`src/rtl/instruction_fetch.sv`:
```
// Single-outstanding instruction fetch unit: IDLE -> REQ -> WAIT -> HOLD handshake
// between the PC, instruction memory and decode. Optional macro: FETCH_MISALIGN_CHECK_EN.
module instruction_fetch #(
  parameter int TIMEOUT_CYCLES = 64
) (
  input  logic        clk,
  input  logic        rst_n,
  input  logic [31:0] pc_i,
  input  logic        pc_valid_i,
  output logic        pc_ready_o,
  output logic        imem_req_o,
  output logic [31:0] imem_addr_o,
  input  logic        imem_gnt_i,
  input  logic        imem_rvalid_i,
  input  logic [31:0] imem_rdata_i,
  input  logic        flush_i,
  output logic        inst_valid_o,
  output logic [31:0] inst_o,
  output logic [31:0] inst_pc_o,
  input  logic        inst_ready_i,
  output logic        fetch_done_o,
  output logic        fault_o
`ifdef FETCH_MISALIGN_CHECK_EN
  ,
  output logic        misalign_o
`endif
);

  typedef enum logic [1:0] {IDLE, REQ, WAIT, HOLD} state_e;

  localparam int CNT_W = (TIMEOUT_CYCLES > 1) ? $clog2(TIMEOUT_CYCLES) : 1;
  localparam logic [CNT_W-1:0] CNT_LAST = CNT_W'(TIMEOUT_CYCLES - 1);
`ifdef FETCH_MISALIGN_CHECK_EN
  localparam logic [31:0] NOP = 32'h0000_0013;
`endif

  state_e           state_q;
  logic [31:0]      addr_q;
  logic [31:0]      inst_q;
  logic [31:0]      inst_pc_q;
  logic [CNT_W-1:0] cnt_q;
  logic             drop_q;   // one response still owed by memory must be discarded
  logic             kill_q;   // current request was flushed while waiting for gnt
  logic             fault_q;
`ifdef FETCH_MISALIGN_CHECK_EN
  logic             misalign_q;
`endif

  // NOTE: every register here, including the data latches, is reset asynchronously
  // so that a reset mid-fetch leaves no stale instruction or pending drop behind.
  always_ff @(posedge clk or negedge rst_n) begin
    if (!rst_n) begin
      state_q    <= IDLE;
      addr_q     <= '0;
      inst_q     <= '0;
      inst_pc_q  <= '0;
      cnt_q      <= '0;
      drop_q     <= 1'b0;
      kill_q     <= 1'b0;
      fault_q    <= 1'b0;
`ifdef FETCH_MISALIGN_CHECK_EN
      misalign_q <= 1'b0;
`endif
    end else begin
      // NOTE: non-blocking assignments only; a later assignment in this block
      // deliberately overrides this default clear of the drop flag.
      if (imem_rvalid_i && (state_q != WAIT) && !(state_q == REQ && imem_gnt_i))
        drop_q <= 1'b0;

      case (state_q)
        IDLE: begin
          if (pc_valid_i && !flush_i) begin
            addr_q  <= pc_i;
            state_q <= REQ;
`ifdef FETCH_MISALIGN_CHECK_EN
            if (pc_i[1:0] != 2'b00) begin
              inst_q     <= NOP;
              inst_pc_q  <= pc_i;
              misalign_q <= 1'b1;
              state_q    <= HOLD;
            end
`endif
          end
        end

        REQ: begin
          if (flush_i) kill_q <= 1'b1;
          // The request is never withdrawn; a flushed request still waits for gnt.
          if (imem_gnt_i) begin
            kill_q <= 1'b0;
            cnt_q  <= '0;
            if (flush_i || kill_q) begin
              drop_q  <= 1'b1;
              state_q <= IDLE;
            end else begin
              state_q <= WAIT;
            end
          end
        end

        WAIT: begin
          if (flush_i) begin
            drop_q  <= drop_q | ~imem_rvalid_i;
            state_q <= IDLE;
          end else if (imem_rvalid_i && !drop_q) begin
            inst_q    <= imem_rdata_i;
            inst_pc_q <= addr_q;
            state_q   <= HOLD;
          end else begin
            if (imem_rvalid_i) drop_q <= 1'b0;
            if (cnt_q == CNT_LAST) begin
              fault_q <= 1'b1;
              state_q <= IDLE;
            end else begin
              cnt_q <= cnt_q + CNT_W'(1);
            end
          end
        end

        HOLD: begin
          if (flush_i || inst_ready_i) begin
            state_q <= IDLE;
`ifdef FETCH_MISALIGN_CHECK_EN
            misalign_q <= 1'b0;
`endif
          end
        end

        default: state_q <= IDLE;
      endcase
    end
  end

  assign pc_ready_o   = (state_q == IDLE);
  assign imem_req_o   = (state_q == REQ);
  assign imem_addr_o  = addr_q;
  assign inst_valid_o = (state_q == HOLD);
  assign inst_o       = inst_q;
  assign inst_pc_o    = inst_pc_q;
  assign fetch_done_o = (state_q == HOLD) && inst_ready_i && !flush_i;
  assign fault_o      = fault_q;
`ifdef FETCH_MISALIGN_CHECK_EN
  assign misalign_o   = misalign_q;
`endif

endmodule

```
`config.mk`:
```
export PLATFORM = sky130hd
export DESIGN_NAME = instruction_fetch
export DESIGN_NICKNAME = d
export VERILOG_FILES = /design/src/rtl/instruction_fetch.sv
export SDC_FILE = /design/constraint.sdc
export NUM_CORES = 1
export LEC_CHECK = 0
export CAP_MARGIN = 0
export CELL_PAD_IN_SITES_DETAIL_PLACEMENT = 0
export CELL_PAD_IN_SITES_GLOBAL_PLACEMENT = 1
export CORE_MARGIN = 2
export CORE_UTILIZATION = 34
export DETAILED_ROUTE_END_ITERATION = 8
export PLACE_DENSITY_LB_ADDON = 0.1
export SYNTH_ARGS = -nofsm -noshare
export SYNTH_HDL_FRONTEND = slang
export SYNTH_SLANG_ARGS = --single-unit
```
`constraint.sdc`:
```
create_clock -name clk -period 2.1 [get_ports clk]
set_input_delay 0.42 -clock clk [delete_from_list [all_inputs] [get_ports clk]]
set_output_delay 0.42 -clock clk [all_outputs]
set_load 0.01 [all_outputs]
```
Yosys cells after proc, flatten, opt, wreduce, memory -nomap -nowiden:

Cells that the tools add are included.

* $add $sub $neg: 1
* eq/ne operators: 12
* muxes and demuxes: 22
* bitwise operators: 4
* reduce and logical (&&, ||, !) cells: 21

Operators by type and width (number)
* 6-bit two-way mux: 4
* 2-bit two-way mux: 7
* 6-bit one-hot mux with 2 select lines: 1
* 1-bit two-way mux: 8
* 2-bit inequality test, second input constant: 4
* 2-bit one-hot mux with 4 select lines: 1
* 4-bit AND reduction: 2
* 1-bit logical AND: 7
* 6-bit by 1-bit adder with 6-bit output, second input constant: 1
* 6-bit == test, second input constant: 1
* 2-bit by 1-bit inequality test with 1-bit output, second input constant: 3
* 5-bit AND reduction: 1
* 2-bit == test, second input constant: 2
* 4-bit inequality test, second input constant: 1
* 2-bit AND reduction: 2
* 2-bit nonzero test: 2
* 1-bit logical NOT: 3
* 1-bit NOT: 3
* 3-bit AND reduction: 1
* 2-bit by 1-bit == test with 1-bit output, second input constant: 1
* 2-bit logical NOT: 1
* 1-bit logical OR: 2
* 1-bit one-hot mux with 2 select lines: 1
* 1-bit bitwise OR: 1

* register bits: 107
* bits of input ports: 71
* output and inout bits: 101
* word-level logic and storage cells: 68

Logic depth before layout (Yosys ltp):

* word-level depth: 9
* depth in mapped cells: 7
* depth with buffers taken out: 6

Worst setup path before layout:

No wires, ideal clock.

* path kind: reg-to-reg
* start point: reg state_q[0]
* end point: reg state_q[1]
* setup time: 0.125 ns
* arrival time: 1.660 ns
* data required time: 1.975 ns
* setup slack: 0.315 ns
* stages on the path, launching flop included: 7
* path buffers: 0
* clock period less this slack: 1.785 ns
* path through: dfrtp_1 > inv_1 > ha_1 > inv_2 > or3_4 > o21ai_2 > mux2_2

* cells in the longest elaborated chain, start to end: 3
* elaborated cells on any way between the ends: 10
* classes of those cells: 7 x eq/ne; 1 x mux; 2 x reduce/logical

RTL lines
* from (decl): RTL line 37 `state_e state_q;`
* from (signal assigned): RTL line 53 `state_q <= IDLE;`
* from (signal assigned): RTL line 74 `state_q <= REQ;`
* from (signal assigned): RTL line 94 `state_q <= IDLE;`
* 2-bit == test, or another cell as far along: RTL line 70 `case (state_q)`
* 4-bit inequality test (no line) / 2-bit by 1-bit inequality test with 1-bit output (equally long branches)
* 4-bit AND reduction (no line)

Several ways; a longest one is shown, not always the timed one.
A chain may end at the register's enable or synchronous reset.

Worst setup path after layout:

* start point: reg state_q[1]
* end point: out fetch_done_o

* cells in the longest elaborated chain, start to end: 3

RTL lines
* 2-bit == test: RTL line 140 `assign fetch_done_o = (state_q == HOLD) && inst_ready_i && !flush_i;`
* 1-bit logical AND (2 in a row): RTL line 140
* to (decl): RTL line 21 `output logic fetch_done_o,`

No other way between the ends.

==> flow_summary.json <==
{
  "status": "complete, no violations",
  "post-route-period-util_pct": 95.11,
  "synth.distinct_cells": 36,
  "drt-initial-drc-count": 97,
  "cts_htree_levels": 3,
  "clock_latency_ns": 0.33,
  "cts_tree": "built",
  "cp_max_fo": 4,
  "dp_hpwl_um": 7213,
  "p_total_mw": 9.032,
  "vias_per_cell": 4.557,
  "dieWidth_um": 116.2,
  "nNetsFinal": 539,
  "core-area_sq_um": 12160,
  "synth_top_area_cell": "dfrtp_1",
  "mostFrequentLayoutCells": "clkdlybuf4s50_1 (167), dfrtp_1 (107), mux2_2 (98)",
  "synth_edf_count": 0,
  "final_util_pct": 54.37,
  "cts.sinks": 107,
  "worstPathArrival_ns": 1.58,
  "worst_r2r_startpoint": "state_q[0]$_DFFE_PN0P_",
  "gr-total-overflow": 0,
  "drive_gt1_share_pct": 28.97,
  "syn2layout_area_growth_pct": 54.40,
  "p_leak_nw": 2.896,
  "r2r_setup_slack_ns": 0.16,
  "endpoint": "fetch_done_o",
  "grt_usage_pct": 15.42,
  "setup_viol": 0,
  "rows": 40,
  "syn_inst": 278,
  "firstDrtPassIters": 4,
  "dp.cells": 617,
  "start_kind": "register",
  "placement.io_buffers": 171,
  "synth_nets": 354,
  "cp-end-kind": "primary output",
  "clockBufferDepth": 2,
  "drtAntennaViolNets": 0,
  "hold_viol_final": 0,
  "syn-cell-area_sq_um": 4283,
  "async_flop_share_pct": 100.0,
  "avgRoutedWirePerCell_um": 15.66,
  "reg2reg_depth": 6,
  "rsz0062_at_grt": "no",
  "pin_count": 172,
  "final_common_cell": "clkdlybuf4s50_1",
  "worstSetupPathType": "register to primary output",
  "min_period_ns": 1.997,
  "max-cap-violations": 0,
  "die_area_sq_um": 13510,
  "fin_skew_ns": 0.002428,
  "slew_headroom_pct": 76.84,
  "synth_area_leaders": "dfrtp_1 (63%), mux2_2 (26%), ha_1 (1.5%)",
  "grt_pass1_wl_um": 15900,
  "antenna_found_initial": 0,
  "grt_max_degree": 57,
  "reg2reg_to": "state_q[1]$_DFFE_PN0P_",
  "worst_pin_slew_ns": 0.3462,
  "ys.flop_type": "dfrtp_1",
  "critPathLaunch": "state_q[1]$_DFFE_PN0P_",
  "slew_viol_final": 0,
  "vdd_drop_max_mv": 0.6463,
  "multiInputGateArea_sq_um": 1513,
  "final_cells": 634,
  "num-fill-cells": 1069,
  "routed_wl_um": 9931,
  "die_h_um": 116.2,
  "clk_pin_slew_ns": 0.06,
  "max_freq_mhz": 500.7,
  "vias": 2889,
  "required_ns": 1.68,
  "gp_congestion": 0.7808,
  "finalSetupTns_ns": 0,
  "initial_core_util_pct": 35.22,
  "ys_ff_latch": 107,
  "root_buffer": "clkbuf_16",
  "final-seq-area_sq_um": 2678,
  "power_density_nw_per_um2": 1366,
  "grt_pass1_vias": 3047,
  "ys_seq_area_share_pct": 62.52,
  "numCtsBuffers": 9,
  "antennaDiodeCount": 0,
  "worstHoldPathType": "input port to asynchronous set/reset pin",
  "netlist.area_leader.share_pct": 62.52,
  "timing.hold.ws_ns": 0.4692,
  "syn_area_per_cell_sq_um": 15.41,
  "drc_errors": 0,
  "ys_warn_count": 0
}
[report_power, final]
part,internal [mW],switching (mW)
logic,2.45,1.43
clock network,1.03,0.692
registers,2.92,0.510
total,6.40,2.63
[final cells by class]
type | count | share of cell area, %
Tap cell | 168 | 3.179
Inverter | 6 | 0.3406
Timing Repair Buffer | 185 | 28.61
Clock inverter | 3 | 0.9839
Sequential cell | 107 | 40.49
Clock buffer | 11 | 3.519
Multi-Input combinational cell | 154 | 22.88
[critical path, cell delays in order (launching register included)]
cell             delay (ns)
dfrtp_1                0.42
ha_4                   0.16
and3b_1                0.14
clkdlybuf4s50_1        0.53
[cells by family (layout without fill, tap and decap cells)]
group / count (synthesis) / in the layout / synth area share [%]
adders and majority gates: 6 / 6 / 1.694
AOI/OAI and AO/OA: 27 / 27 / 4.032
buffers and inverters: 17 / 205 / 2.600
and+or+nand+nor: 22 / 22 / 3.155
muxes: 99 / 99 / 26.00
DFF: 107 / 107 / 62.52
[through the flow]
| stage | setup slack, ns | area, sq um |
|---|---|---|
| floorplan | 0.3151 | 4283 |
| global placement | -0.003066 | 6275 |
| detailed placement | 0.01034 | 6275 |
| CTS | 0.006455 | 6583 |
| global route | 0.03365 | 6613 |
| finish | 0.1027 | 6613 |
[what timing repair did]
item                                    CTS  global route
resized for setup                         3             3
endpoints found under the setup margin    2             1
setup buffers                             0             2
hold endpoints to repair                  9             0
hold buffers                              1             0
pin swaps                                 0             0
[layer usage]
metal | routed length [um] | track usage [%] | vias to the layer above | share of wire (%)
met3 | 824 | 5.864 | 8 | 8.3
met2 | 4884 | 25.31 | 94 | 49
li1 | - | - | 1352 | -
met1 | 4119 | 18.82 | 1435 | 41
met4 | 103 | 5.000 | 0 | 1.0
met5 | 0 | 0 | - | 0
[sequential cells by signal (all words and copies together), names as in the netlist]
signal       flops
drop_q           1
kill_q           1
imem_addr_o     32
inst_o          32
state_q          2
cnt_q            6
fault_o          1
inst_pc_o       32
[Yosys cell counts, types with 2 or more instances]
| master | instances |
|---|---|
| a31o_2 | 3 |
| mux2_2 | 98 |
| and3_1 | 3 |
| nor2b_1 | 2 |
| inv_1 | 5 |
| buf_2 | 5 |
| ha_1 | 5 |
| a21oi_1 | 8 |
| dfrtp_1 | 107 |
| o21ai_0 | 4 |
| a31oi_1 | 4 |
| nand2_1 | 3 |
| buf_6 | 5 |
| nor2_1 | 4 |
[worst min path at each step]
stage	start	to	slack, ns	depth (start not counted)
after global routing	rst_n	inst_o[21]$_DFFE_PN0P_	0.49	2
final	rst_n	inst_o[21]$_DFFE_PN0P_	0.47	2
after floorplan	rst_n	cnt_q[0]$_DFFE_PN0P_	0.12	0
after detailed placement	rst_n	inst_o[21]$_DFFE_PN0P_	0.28	1
after global placement	rst_n	inst_o[21]$_DFFE_PN0P_	0.28	1
after CTS	rst_n	inst_o[21]$_DFFE_PN0P_	0.45	2
(Power assumes the default switching activity.)
